`config.mk`:
```
export PLATFORM = sky130hd
export DESIGN_NAME = approx_mult_seq
export DESIGN_NICKNAME = d
export VERILOG_FILES = /design/src/rtl/approx_mult_seq.sv
export SDC_FILE = /design/constraint.sdc
export NUM_CORES = 1
export LEC_CHECK = 0
export CORE_MARGIN = 8
export CORE_UTILIZATION = 30
export DETAILED_ROUTE_END_ITERATION = 8
export GPL_TIMING_DRIVEN = 0
export PLACE_DENSITY = 0.46
export SYNTH_ARGS = -nofsm -noshare
export SYNTH_HDL_FRONTEND = slang
export SYNTH_SLANG_ARGS = --single-unit
```
`constraint.sdc`:
```
create_clock -name clk -period 11 [get_ports clk]
set_input_delay 1.1 -clock clk [delete_from_list [all_inputs] [get_ports clk]]
set_output_delay 1.1 -clock clk [all_outputs]
set_load 0.05 [all_outputs]
```
`src/rtl/approx_mult_seq.sv`:
```
// approx_mult_seq
// Iterative unsigned shift-and-add multiplier with an optional lower-part-OR
// approximation. One multiplier bit is retired per cycle. The mode
// (exact / approximate) is chosen per operation at acceptance.
//
// Handshake: a transfer happens on a rising edge where valid and ready are
// both high. in_ready depends only on the state register (high in IDLE).
// out_valid depends only on the state register (high in DONE). Neither
// depends combinationally on in_valid or out_ready.
//
// Ports:
//   clk        rising-edge clock
//   rst_n      asynchronous active-low reset
//   in_valid   operands valid
//   in_ready   block can accept operands (IDLE)
//   a          multiplicand, unsigned, WIDTH bits
//   b          multiplier, unsigned, WIDTH bits
//   approx_en  1 = approximate add for this operation, 0 = exact
//   out_valid  product valid (DONE)
//   out_ready  consumer accepts product
//   p          registered product, 2*WIDTH bits
module approx_mult_seq #(
  parameter int WIDTH       = 16,
  parameter int APPROX_BITS = 8
) (
  input  logic                 clk,
  input  logic                 rst_n,
  input  logic                 in_valid,
  output logic                 in_ready,
  input  logic [WIDTH-1:0]     a,
  input  logic [WIDTH-1:0]     b,
  input  logic                 approx_en,
  output logic                 out_valid,
  input  logic                 out_ready,
  output logic [2*WIDTH-1:0]   p
);

  localparam int PW   = 2 * WIDTH;
  localparam int CW   = $clog2(WIDTH);
  // Column that feeds the carry into the high field; unused when K=0.
  localparam int KIDX = (APPROX_BITS > 0) ? APPROX_BITS - 1 : 0;
  localparam logic [PW-1:0] LOW_MASK =
    (APPROX_BITS == 0) ? '0 : ({PW{1'b1}} >> (PW - APPROX_BITS));

  typedef enum logic [1:0] {
    S_IDLE = 2'd0,
    S_BUSY = 2'd1,
    S_DONE = 2'd2
  } state_t;

  state_t          state_q, state_d;
  logic [CW-1:0]   cnt_q, cnt_d;
  logic [PW-1:0]   acc_q, acc_d;
  logic [WIDTH-1:0] a_q, a_d;
  logic [WIDTH-1:0] b_q, b_d;
  logic            approx_q, approx_d;
  logic [PW-1:0]   p_q, p_d;

  logic [PW-1:0]   pp;
  logic [PW-1:0]   sum;
  logic            last_bit;
  logic            accept;

  // Exact add, or: low K columns ORed, high field added with a carry-in
  // generated from the top low column (x[K-1] & y[K-1]).
  function automatic logic [PW-1:0] add_fn(input logic [PW-1:0] x,
                                           input logic [PW-1:0] y,
                                           input logic          approx);
    logic [PW-1:0] xh;
    logic [PW-1:0] yh;
    logic [PW-1:0] hi;
    logic          cin;
    if (!approx || APPROX_BITS == 0) begin
      add_fn = x + y;
    end else begin
      xh     = x >> APPROX_BITS;
      yh     = y >> APPROX_BITS;
      cin    = x[KIDX] & y[KIDX];
      hi     = xh + yh + {{(PW-1){1'b0}}, cin};
      add_fn = (hi << APPROX_BITS) | ((x | y) & LOW_MASK);
    end
  endfunction

  assign accept   = (state_q == S_IDLE) && in_valid;
  assign last_bit = (cnt_q == CW'(WIDTH - 1));

  // State register
  always_ff @(posedge clk or negedge rst_n) begin
    if (!rst_n) begin
      state_q <= S_IDLE;
    end else begin
      state_q <= state_d;
    end
  end

  // Next-state logic
  always_comb begin
    state_d = state_q;
    case (state_q)
      S_IDLE: if (in_valid)  state_d = S_BUSY;
      S_BUSY: if (last_bit)  state_d = S_DONE;
      S_DONE: if (out_ready) state_d = S_IDLE;
      default:               state_d = S_IDLE;
    endcase
  end

  // Datapath next values
  always_comb begin
    a_d      = a_q;
    b_d      = b_q;
    approx_d = approx_q;
    acc_d    = acc_q;
    cnt_d    = cnt_q;
    p_d      = p_q;
    pp       = b_q[cnt_q] ? ({{WIDTH{1'b0}}, a_q} << cnt_q) : '0;
    sum      = add_fn(acc_q, pp, approx_q);
    if (accept) begin
      a_d      = a;
      b_d      = b;
      approx_d = approx_en;
      acc_d    = '0;
      cnt_d    = '0;
    end else if (state_q == S_BUSY) begin
      acc_d = sum;
      cnt_d = cnt_q + CW'(1);
      // p is loaded with the final sum so it is valid on the first DONE cycle
      // and holds until the next operation completes.
      if (last_bit) p_d = sum;
    end
  end

  // Datapath registers
  always_ff @(posedge clk or negedge rst_n) begin
    if (!rst_n) begin
      a_q      <= '0;
      b_q      <= '0;
      approx_q <= 1'b0;
      acc_q    <= '0;
      cnt_q    <= '0;
      p_q      <= '0;
    end else begin
      a_q      <= a_d;
      b_q      <= b_d;
      approx_q <= approx_d;
      acc_q    <= acc_d;
      cnt_q    <= cnt_d;
      p_q      <= p_d;
    end
  end

  // Outputs
  always_comb begin
    in_ready  = (state_q == S_IDLE);
    out_valid = (state_q == S_DONE);
    p         = p_q;
  end

endmodule

```
==> run_results.csv <==
group,metric,value,unit
timing,tns,0,ns
synthesis,syn-num-nets,964,
timing,skew,0.009520,ns
synthesis,synth_flop_cell,"dfrtp_1",
clock_tree,cts.sinks,103,
detailed_routing,vias_per_cell,4.984,
timing,fmax,191.6,MHz
worst_setup_path,worstReg2RegEnd,"p[31]",
synthesis,ys_warn_count,0,
synthesis,synthXorXnorAreaFrac,3.289,%
synthesis,synth_seq_cells,103,
synthesis,synthArstFlopShare,100.0,%
die,die-area,29170,µm²
synthesis,synth.area.mux_share,5.343,%
clock_tree,clkSlewWorstSetupHoldPaths,0.08,ns
synthesis,synth_seq_area_share,35.85,%
place,placed_area,8314,µm²
synthesis,synth_edf_count,0,
worst_setup_path,end_kind,"register",
synthesis,netlist_top_cells_area,"dfrtp_1 (36%), nand2_1 (9.1%), ha_1 (7.1%)",
global_routing,grt_pass1_wl,36.96,mm
run_status,outcome,"finished clean",
synthesis,synth_cells,883,
detailed_routing,drt_iter0_markers,369,
global_routing,grtUsageTotal,16.15,%
clock_tree,cts.htree.levels,3,
cells_and_area,layout_common_cells,"nand2_1 (174), dfrtp_1 (103), o21ai_0 (92)",
worst_hold_path,min_from,"b_q[10]",
place,gp_congestion,0.8541,
clock_tree,cts.path.max_buffers,2,
cells_and_area,area_delta_synth_final,20.01,%
synthesis,synth_top_family_by_area,"simple AND/OR/NAND/NOR gates",
timing,fin_crit,5.219,ns
cells_and_area,final_cells,1289,
worst_setup_path,r2r_slack,5.78,ns
place,dpl.hpwl,17.63,mm
die,die_h,170.8,µm
die,rows,56,
place,placed_cells,1273,
run,maxCapViolCount,0,
worst_setup_path,rr_worst_depth,18,
worst_setup_path,cp-start-kind,"register",
die,io_pins,71,
cells_and_area,nets,1046,
detailed_routing,via_count,6424,
die,dieWidth,170.8,µm
detailed_routing,first_pass_iters,5,
worst_setup_path,cp.required,11.24,ns
clock_tree,clkLatencyLatePin,0.37,ns
clock_tree,cts_root_buf,"clkbuf_16",
worst_setup_path,crit_fanout,10,
timing,finalCritPeriodShare,47.44,%
synthesis,synthAdderAreaFrac,7.971,%
clock_tree,cts_made_buffers,9,
timing,rsz0062_at_grt,"no",
timing,setup-violations-final,0,
timing,slew_violations,0,
detailed_routing,ant_nets,0,
cells_and_area,drive_gt1_share,5.773,%
synthesis,syn_area_per_cell,8.142,µm²
clock_tree,cts_tree,"built",
die,start_util,30.63,%
worst_setup_path,crit_arrival,5.45,ns
worst_setup_path,critPathLaunch,"cnt_q[0]",
global_routing,grt.overflow.total,0,
cells_and_area,final_cell_area,8628,µm²
cells_and_area,antenna_cells,0,
detailed_routing,wirelength,22.44,mm
timing,max_slew.worst_pin.slew,0.7342,ns
global_routing,antenna_found_initial,0,
power_and_ir_drop,max-vdd-ir-drop,0.1020,mV
worst_setup_path,r2r_start,"cnt_q[0]",
clock_tree,hold_buffers,0,
cells_and_area,layout_commonest_cell,"nand2_1",
synthesis,synth-simple-area-share,22.50,%
die,coreArea,23470,µm²
synthesis,yosysTopAreaCell,"dfrtp_1",
synthesis,synth_compound_area_share,20.12,%
power_and_ir_drop,power.leakage,3.794,nW
detailed_routing,route.detailed.wl_per_inst,17.41,µm
worst_hold_path,min_path_type,"register to register",
place,numPortBuffers,70,
global_routing,grt_max_degree,53,
timing,slew_headroom,50.53,%
clock_tree,cts_setup_buffers,0,
power_and_ir_drop,p_per_area,360.2,nW/µm²
worst_setup_path,crit_path_end,"p[31]",
synthesis,synth_top_area_share,35.85,%
clock_tree,cts_resized,0,
global_routing,grt_pass1_vias,6550,
timing,hold_violations,0,
detailed_routing,drcViolationCount,0,
worst_setup_path,crit_type,"register to register",
synthesis,netlist_area,7189,µm²
synthesis,synth_cell_type_count,70,
[worst min-delay path by stage]
| stage | end | cells past startpoint |
|---|---|---|
| final | b_q[10] | 2 |
| after global routing | p[23] | 2 |
| after detailed placement | b_q[10] | 2 |
| after floorplan | b_q[10] | 2 |
| after CTS | b_q[10] | 2 |
| after global placement | b_q[15] | 2 |
[power by group]
group,internal (mW),switching [mW]
Sequential,0.564,0.125
Combinational,0.742,1.32
Clock,0.183,0.168
[stage by stage]
stage	worst slack [ns]	util [%]	hold WS (ns)	total power [mW]
2_1_floorplan	6.768	-	0.4379	2.167
3_3_place_gp	4.485	35.31	0.4579	2.761
3_5_place_dp	5.711	35.42	0.4589	2.771
4_1_cts	5.692	36.76	0.4797	3.134
5_1_grt	5.428	36.76	0.5096	3.420
6_report	5.781	36.76	0.4750	3.108
[worst max-delay path: stages, from the launching register on]
cell      delay (ns)
dfrtp_1         0.38
buf_2           0.17
mux2i_1         0.15
o21ai_0         0.26
a21oi_1         0.12
or4_4           0.58
and2_1          0.18
buf_2           0.15
buf_2           0.19
a211oi_1        0.40
ha_1            0.32
clkbuf_1        0.19
and2_1          0.26
and4_1          0.22
a221o_1         0.35
or3b_2          0.45
o21ai_1         0.38
xor2_1          0.23
o21ai_0         0.09
[per-layer routing]
layer  wire length [µm]  track usage [%]  share of wire, %
met5                  0                0                 0
met4                449            4.996               2.0
met3                865            2.789               3.9
met2               9496            23.94                42
met1              11630            23.42                52
[layout make-up]
class / count / area (µm²)
flip-flops and latches: 103 / 2577
inverters: 32 / 120.1
clock inverters: 7 / 88.84
clock buffers: 9 / 225.2
well taps: 319 / 399.1
repair buffers: 71 / 725.7
fillers: 2489 / 14840
plain buffers: 55 / 234.0
multi-input cells: 693 / 4258
[Yosys cell counts (9+ instances only)]
cell	n
a211oi_1	19
a21o_1	11
a21oi_1	48
a31oi_1	13
and2_1	13
clkbuf_1	44
dfrtp_1	103
ha_1	41
inv_1	30
mux2i_1	20
nand2_1	174
nand2b_1	9
nand3_1	46
nor2_1	53
o21ai_0	92
xnor2_1	11
xor2_1	16
[flip-flops by register name, indices dropped and copies added, names as in the netlist]
| signal | count |
|---|---|
| approx_q | 1 |
| cnt_q | 4 |
| b_q | 16 |
| p | 32 |
| acc_q | 32 |
| state_q | 2 |
| a_q | 16 |
[cells by family (layout without fill, tap and decap cells)]
| group | after synthesis | after routing |
|---|---|---|
| XOR/XNOR | 27 | 27 |
| adder cells (fa/ha/maj) | 44 | 44 |
| AO/OA/AOI/OAI | 237 | 237 |
| multiplexers | 32 | 32 |
| AND/OR/NAND/NOR | 353 | 353 |
| buffers and inverters | 87 | 174 |
| flip-flops | 103 | 103 |
Note: power is estimated with default switching activity, not from simulation.
